File: src/rtl/dmem_responder_pkg.sv
// Shared types and defaults for the data-memory responder slice.
// Latency: n/a. Backpressure: n/a.
package cpu_mem_pkg;

    localparam int WORD_W      = 32;
    localparam int DEF_DEPTH   = 32;
    localparam int DEF_LATENCY = 2;

    typedef logic [WORD_W-1:0] word_t;

    typedef enum logic [1:0] {
        IDLE,
        WAIT,
        RESP
    } state_e;

endpackage

File: src/rtl/dmem_responder_if.sv
// MEM-stage request/response bundle between the pipeline and the data memory.
// Latency: n/a. Backpressure: req_ready_o/stall_o from the responder side.
// Optional err_o exists only when DMEM_ADDR_CHECK_EN is defined.
interface dmem_responder_if;
    import cpu_mem_pkg::*;

    logic  req_valid_i;
    logic  req_write_i;
    word_t req_addr_i;
    word_t req_wdata_i;
    logic  req_ready_o;
    logic  stall_o;
    logic  resp_valid_o;
    word_t resp_rdata_o;
`ifdef DMEM_ADDR_CHECK_EN
    logic  err_o;

    modport slave (
        input  req_valid_i, req_write_i, req_addr_i, req_wdata_i,
        output req_ready_o, stall_o, resp_valid_o, resp_rdata_o, err_o
    );
    modport master (
        output req_valid_i, req_write_i, req_addr_i, req_wdata_i,
        input  req_ready_o, stall_o, resp_valid_o, resp_rdata_o, err_o
    );
`else
    modport slave (
        input  req_valid_i, req_write_i, req_addr_i, req_wdata_i,
        output req_ready_o, stall_o, resp_valid_o, resp_rdata_o
    );
    modport master (
        output req_valid_i, req_write_i, req_addr_i, req_wdata_i,
        input  req_ready_o, stall_o, resp_valid_o, resp_rdata_o
    );
`endif

endinterface

File: src/rtl/dmem_array.sv
// DEPTH x 32 storage: synchronous write, registered read, async clear.
// Latency: read data appears one edge after re_i. Backpressure: none.
module dmem_array
    import cpu_mem_pkg::*;
#(
    parameter int DEPTH = DEF_DEPTH,
    parameter int AW    = $clog2(DEPTH)
) (
    input  logic          clk_i,
    input  logic          rst_n_i,
    input  logic          we_i,
    input  logic          re_i,
    input  logic          rd_zero_i,
    input  logic [AW-1:0] idx_i,
    input  word_t         wdata_i,
    output word_t         rdata_o
);

    word_t mem_q [DEPTH];
    word_t mem_d [DEPTH];
    word_t rdata_q;
    word_t rdata_d;

    always_comb begin
        mem_d   = mem_q;
        rdata_d = rdata_q;
        if (we_i) begin
            mem_d[idx_i] = wdata_i;
        end
        // rd_zero_i lets the caller return a clean zero for rejected loads
        if (re_i) begin
            rdata_d = rd_zero_i ? '0 : mem_q[idx_i];
        end
    end

    always_ff @(posedge clk_i or negedge rst_n_i) begin
        if (!rst_n_i) begin
            mem_q   <= '{default: '0};
            rdata_q <= '0;
        end else begin
            mem_q   <= mem_d;
            rdata_q <= rdata_d;
        end
    end

    assign rdata_o = rdata_q;

endmodule

File: src/rtl/dmem_responder.sv
// Multi-cycle data-memory responder for MEM-stage loads/stores (DMEM_ADDR_CHECK_EN adds err_o).
// Latency: resp_valid_o rises LATENCY edges after the accepting edge; one request in flight.
// Backpressure: req_ready_o low and stall_o high until the response cycle.
module dmem_responder
    import cpu_mem_pkg::*;
#(
    parameter int DEPTH   = DEF_DEPTH,
    parameter int LATENCY = DEF_LATENCY
) (
    input  logic              clk_i,
    input  logic              rst_n_i,
    dmem_responder_if.slave   bus
);

    localparam int AW = $clog2(DEPTH);
    localparam int CW = $clog2(LATENCY + 1);

    state_e          state_q, state_d;
    logic [CW-1:0]   cnt_q, cnt_d;
    logic            write_q, write_d;
    logic [AW-1:0]   idx_q, idx_d;
    word_t           wdata_q, wdata_d;
    logic            err_q, err_d;
    logic            req_err;
    logic            do_access;
    word_t           arr_rdata;

`ifdef DMEM_ADDR_CHECK_EN
    assign req_err = (bus.req_addr_i[1:0] != 2'b00) ||
                     (bus.req_addr_i[WORD_W-1:AW+2] != '0);
`else
    // Address bits outside the word index are intentionally ignored (wrap).
    logic unused_addr;
    assign unused_addr = ^{bus.req_addr_i[WORD_W-1:AW+2], bus.req_addr_i[1:0]};
    assign req_err     = 1'b0;
`endif

    always_comb begin
        state_d   = state_q;
        cnt_d     = cnt_q;
        write_d   = write_q;
        idx_d     = idx_q;
        wdata_d   = wdata_q;
        err_d     = err_q;
        do_access = 1'b0;
        case (state_q)
            IDLE: begin
                if (bus.req_valid_i) begin
                    write_d = bus.req_write_i;
                    idx_d   = bus.req_addr_i[AW+1:2];
                    wdata_d = bus.req_wdata_i;
                    err_d   = req_err;
                    cnt_d   = CW'(LATENCY - 1);
                    state_d = WAIT;
                end
            end
            WAIT: begin
                if (cnt_q != '0) begin
                    cnt_d = cnt_q - 1'b1;
                end else begin
                    do_access = 1'b1;
                    state_d   = RESP;
                end
            end
            RESP:    state_d = IDLE;
            default: state_d = IDLE;
        endcase
    end

    always_ff @(posedge clk_i or negedge rst_n_i) begin
        if (!rst_n_i) begin
            state_q <= IDLE;
            cnt_q   <= '0;
            write_q <= 1'b0;
            idx_q   <= '0;
            wdata_q <= '0;
            err_q   <= 1'b0;
        end else begin
            state_q <= state_d;
            cnt_q   <= cnt_d;
            write_q <= write_d;
            idx_q   <= idx_d;
            wdata_q <= wdata_d;
            err_q   <= err_d;
        end
    end

    dmem_array #(
        .DEPTH (DEPTH),
        .AW    (AW)
    ) u_array (
        .clk_i     (clk_i),
        .rst_n_i   (rst_n_i),
        .we_i      (do_access & write_q & ~err_q),
        .re_i      (do_access & ~write_q),
        .rd_zero_i (err_q),
        .idx_i     (idx_q),
        .wdata_i   (wdata_q),
        .rdata_o   (arr_rdata)
    );

    // stall drops in RESP so MEM_WB captures resp_rdata_o that cycle
    assign bus.req_ready_o  = (state_q == IDLE);
    assign bus.stall_o      = ((state_q == IDLE) && bus.req_valid_i) || (state_q == WAIT);
    assign bus.resp_valid_o = (state_q == RESP);
    assign bus.resp_rdata_o = arr_rdata;
`ifdef DMEM_ADDR_CHECK_EN
    assign bus.err_o        = (state_q == RESP) && err_q;
`endif

endmodule

File: src/flat_wrapper.sv
// flat-port wrapper written by rule: the top's interface ports become plain ports
module dmem_responder_flat import cpu_mem_pkg::*;
#(
    parameter int DEPTH   = DEF_DEPTH,
    parameter int LATENCY = DEF_LATENCY
)
  (clk_i, rst_n_i, bus_req_valid_i, bus_req_write_i, bus_req_addr_i, bus_req_wdata_i, bus_req_ready_o, bus_stall_o, bus_resp_valid_o, bus_resp_rdata_o);
  dmem_responder_if bus_i ();
  input  logic clk_i;
  input  logic rst_n_i;
  input wire logic [$bits(bus_i.req_valid_i)-1:0] bus_req_valid_i;
  input wire logic [$bits(bus_i.req_write_i)-1:0] bus_req_write_i;
  input wire logic [$bits(bus_i.req_addr_i)-1:0] bus_req_addr_i;
  input wire logic [$bits(bus_i.req_wdata_i)-1:0] bus_req_wdata_i;
  output wire logic [$bits(bus_i.req_ready_o)-1:0] bus_req_ready_o;
  output wire logic [$bits(bus_i.stall_o)-1:0] bus_stall_o;
  output wire logic [$bits(bus_i.resp_valid_o)-1:0] bus_resp_valid_o;
  output wire logic [$bits(bus_i.resp_rdata_o)-1:0] bus_resp_rdata_o;
  assign bus_i.req_valid_i = bus_req_valid_i;
  assign bus_i.req_write_i = bus_req_write_i;
  assign bus_i.req_addr_i = bus_req_addr_i;
  assign bus_i.req_wdata_i = bus_req_wdata_i;
  assign bus_req_ready_o = bus_i.req_ready_o;
  assign bus_stall_o = bus_i.stall_o;
  assign bus_resp_valid_o = bus_i.resp_valid_o;
  assign bus_resp_rdata_o = bus_i.resp_rdata_o;
  dmem_responder #(.DEPTH(DEPTH), .LATENCY(LATENCY)) u_core (.clk_i(clk_i), .rst_n_i(rst_n_i), .bus(bus_i));
endmodule
File: config.mk
export PLATFORM = sky130hd
export DESIGN_NAME = dmem_responder_flat
export DESIGN_NICKNAME = d
export VERILOG_FILES = /design/src/rtl/dmem_responder_pkg.sv /design/src/rtl/dmem_responder_if.sv /design/src/rtl/dmem_array.sv /design/src/rtl/dmem_responder.sv /design/src/flat_wrapper.sv
export SDC_FILE = /design/constraint.sdc
export NUM_CORES = 1
export LEC_CHECK = 0
export BUFFER_PORTS_ARGS = -buffer_cell sky130_fd_sc_hd__buf_2
export CORE_MARGIN = 10
export CORE_UTILIZATION = 65
export CTS_CLUSTER_SIZE = 12
export DETAILED_ROUTE_END_ITERATION = 6
export PLACE_DENSITY = 0.82
export SYNTH_ARGS = -nofsm -noshare
export SYNTH_HDL_FRONTEND = slang
export SYNTH_SLANG_ARGS = --single-unit
File: constraint.sdc
create_clock -name clk_i -period 5.42 [get_ports clk_i]
set_input_delay 0.542 -clock clk_i [delete_from_list [all_inputs] [get_ports clk_i]]
set_output_delay 0.542 -clock clk_i [all_outputs]
set_load 0.05 [all_outputs]
==> results.toml <==
[status]
outcome = "finished, final reports clean"

[logic_synthesis]
async_flop_share_pct = 100
synth_area_um2 = 49600
synth_seq_cells = 1098
synthesis.nets = 3350
ys_warn_count = 0
yosysSeqAreaShare_pct = 55.4
synth_cell_types = 53
synth_edf_count = 0
synth_area_per_cell_um2 = 15.1
synthCells = 3281
ys.flop_type = "dfrtp_1"

[critical_path]
cpPeakStageDelay_ns = 1.04
crit_path_end_kind = "flop"
critPathSlowestCell = "nor2_4"
startpoint = "u_core.cnt_q[1]$_DFFE_PN0P_"
crit_arrival_ns = 4.36
crit_type = "flop to flop"
worstPathCellList = "inv_1 -> ha_1 -> and4b_1 -> nand3b_1 -> nor2_4 -> buf_4 -> mux2_2"
r2r_start = "u_core.cnt_q[1]$_DFFE_PN0P_"
cp.required_ns = 5.96
crit_path_max_fanout = 17
start_kind = "flop"

[detailed_routing]
drt-initial-drc-count = 2530
ant_nets = 0
via_per_inst = 6.78
wl_per_cell_um = 30.1
vias = 29100
drcViolationCount = 0
firstDrtPassIters = 7
drt_wl_total_um = 129000

[hold_path]
min-delay-start = "bus_req_wdata_i[24]"
hold_path_class = "input port to flop"

[clocking]
clk_path_buf_depth = 3
cts_made_buffers = 111
clk_latency_ns = 0.68
clock_sinks = 1098
htreeDepth = 3
tritoncts = "built"
cts.clk_slew.worst_paths_ns = 0.06
cts-root-buf = "clkbuf_16"
postCtsSetupRepairBufs = 0

[timing]
fin_worst_skew_ns = 0.0297
rsz0062_at_grt = "no"
final.setup.tns_ns = 0
tightestPinTransition_ns = 1.28
setup_violations = 0
fin_crit_sh_pct = 70.5
period_needed_ns = 3.82
layout_setup_ws_ns = 1.60
final-hold-violation-count = 0
fmax_ghz = 0.262
finalMaxSlewViolations = 0
slew_headroom_pct = 14.4

[global_routing]
grt_max_degree = 205
grt_pass1_wl_um = 197000
grt.total_usage_pct = 29.8
antenna_found_initial = 4
grt-ovfl-total = 0
grt_pass1_vias = 31400

[finish]
fin_nets = 3305
area_delta_synth_final_pct = 8.61
diodes = 0
fin_util_pct = 71.0
drive_above_1_share_pct = 47.0
final_area_um2 = 53800

[pwr]
p_int_uw = 20300
p_sw_share_pct = 34.3
power.density_nw_per_um2 = 574
power_switching_uw = 10600
combPwrFrac_pct = 29.7
seq_power_share_pct = 46.7
leakage_uw = 0.0259
vdd_drop_max_mv = 0.587
clockPowerShare_pct = 23.7

[floorplan]
num_rows = 101
coreArea_um2 = 75800
start_util_pct = 65.4
ioPinCount = 103
die_w_um = 296
die_y_um = 296
dieArea_um2 = 87700

[placed_design]
gp_congestion = 0.810
place_area_um2 = 50400
pre_cts_ws_ns = 1.67
hpwl_um = 75600
port_buffers = 75

[run]
maxCapViolations = 0
## layout make-up
type	count	area, um2
clock buffer	169	3320
fill	4733	22000
multi-input combinational	1873	20600
clock inverter	14	133
sequential	1098	27500
timing repair buffer	148	1090
inverter	4	15.0
tap	978	1220
## worst max-delay path, delay by kind of cell, from the launching register on
family,cells,cell delay [ns]
and+or+nand+nor,3,2.11
buffers and inverters,2,0.52
DFF,1,0.38
muxes,1,0.38
adders and majority gates,1,0.30
## Yosys cell counts, types with 6 or more instances
cell type | n | area share, %
mux2i_1 | 211 | 4.3
clkbuf_1 | 95 | 0.72
nand2_1 | 46 | 0.35
a21oi_1 | 10 | 0.10
nor2_8 | 8 | 0.32
nand2b_1 | 6 | 0.076
nor2_1 | 75 | 0.57
buf_1 | 38 | 0.29
nor3_1 | 10 | 0.10
dfrtp_1 | 1098 | 55
buf_4 | 70 | 1.1
a31oi_1 | 35 | 0.44
buf_6 | 27 | 0.61
a221oi_1 | 13 | 0.23
buf_2 | 75 | 0.76
nor2b_1 | 9 | 0.11
mux4_2 | 151 | 6.9
o21ai_0 | 18 | 0.18
a22o_1 | 20 | 0.35
mux2_1 | 27 | 0.61
mux2_2 | 1051 | 24
a22oi_1 | 27 | 0.41
o22ai_1 | 72 | 0.91
nor4_1 | 17 | 0.21
and2_1 | 8 | 0.10
## state kept, by name, summed over array words and instances, names as in the netlist
signal and flops:
u_core.u_array.mem_q 1024, u_core.write_q 1, u_core.cnt_q 2, u_core.wdata_q 32, u_core.state_q 2, u_core.idx_q 5, u_core.u_array.rdata_o 32
## power by group through the flow
| stage | clock network, uW | registers (uW) | logic, uW |
|---|---|---|---|
| finish | 7310 | 14400 | 9170 |
| global route | 7710 | 14800 | 9750 |
| detailed placement | 0 | 14400 | 9110 |
| CTS | 7370 | 14300 | 9170 |
| global placement | 0 | 13900 | 8760 |
| floorplan | 0 | 13000 | 7470 |
## layout by cell type, fill, tap and decap left out, types with 4 or more instances in the layout
cell and count:
nor4b_1 5, clkbuf_16 112, mux4_2 151, nor2_1 54
clkbuf_1 27, clkinv_2 9, dfrtp_1 1095, nor2_4 24
a22o_1 20, buf_12 12, or4b_2 4, a221oi_1 13
nand2_1 46, and2_1 7, a22oi_1 27, nor3_1 10
a21oi_1 10, o22ai_1 72, inv_1 4, mux2_2 1051
nor4_1 17, nor2_8 8, nand3_1 5, clkbuf_8 30
buf_2 74, nand4bb_1 5, nand4b_1 5, mux2i_1 211
buf_4 60, a31oi_1 35, nand2b_1 6, nor2b_1 9
o21ai_0 18, mux2_1 27
## per-stage QoR
stage,total power (uW),hold slack (ns),std cells
2_1_floorplan,20500,0.246,3281
3_3_place_gp,22700,0.462,4100
3_5_place_dp,23500,0.474,4100
4_1_cts,30800,0.0703,4284
5_1_grt,32300,0.0861,4284
6_report,30900,0.0940,4284
## kinds of logic (layout without fill, tap and decap cells)
logic type | after synthesis | in the layout | share of synthesized area (%)
AO/OA/AOI/OAI | 204 | 204 | 2.79
adder cells (fa/ha/maj) | 1 | 1 | 0.0252
flip-flops | 1098 | 1098 | 55.4
multiplexers | 1440 | 1440 | 35.6
AND/OR/NAND/NOR | 228 | 228 | 2.69
buffers and inverters | 310 | 335 | 3.48
## what timing repair did
action                    4_1_cts  5_1_grt
hold buffers                    1        0
resized for setup               0        0
hold endpoints to repair       78        0
## worst paths after layout
check | to | slack [ns] | cells past startpoint
min | u_core.wdata_q[24]$_DFFE_PN0P_ | 0.09 | 2
min in group asynchronous | u_core.u_array.mem_q[258]$_DFFE_PN0P_ | 0.48 | 2
max reg2reg | u_core.u_array.mem_q[48]$_DFFE_PN0P_ | 1.60 | 7
max in group asynchronous | u_core.u_array.mem_q[654]$_DFFE_PN0P_ | 3.29 | 3
min reg2reg | u_core.u_array.mem_q[999]$_DFFE_PN0P_ | 0.48 | 1
max | u_core.u_array.mem_q[48]$_DFFE_PN0P_ | 1.60 | 7
## per-layer routing
layer / GRT usage, % / vias up / wire length (um)
li1: - / 12000 / -
met1: 39.3 / 15600 / 51000
met2: 48.0 / 1151 / 62300
met3: 6.34 / 313 / 9980
met4: 12.5 / 0 / 5530
met5: 0 / - / 0
Note: power is estimated with default switching activity, not from simulation.
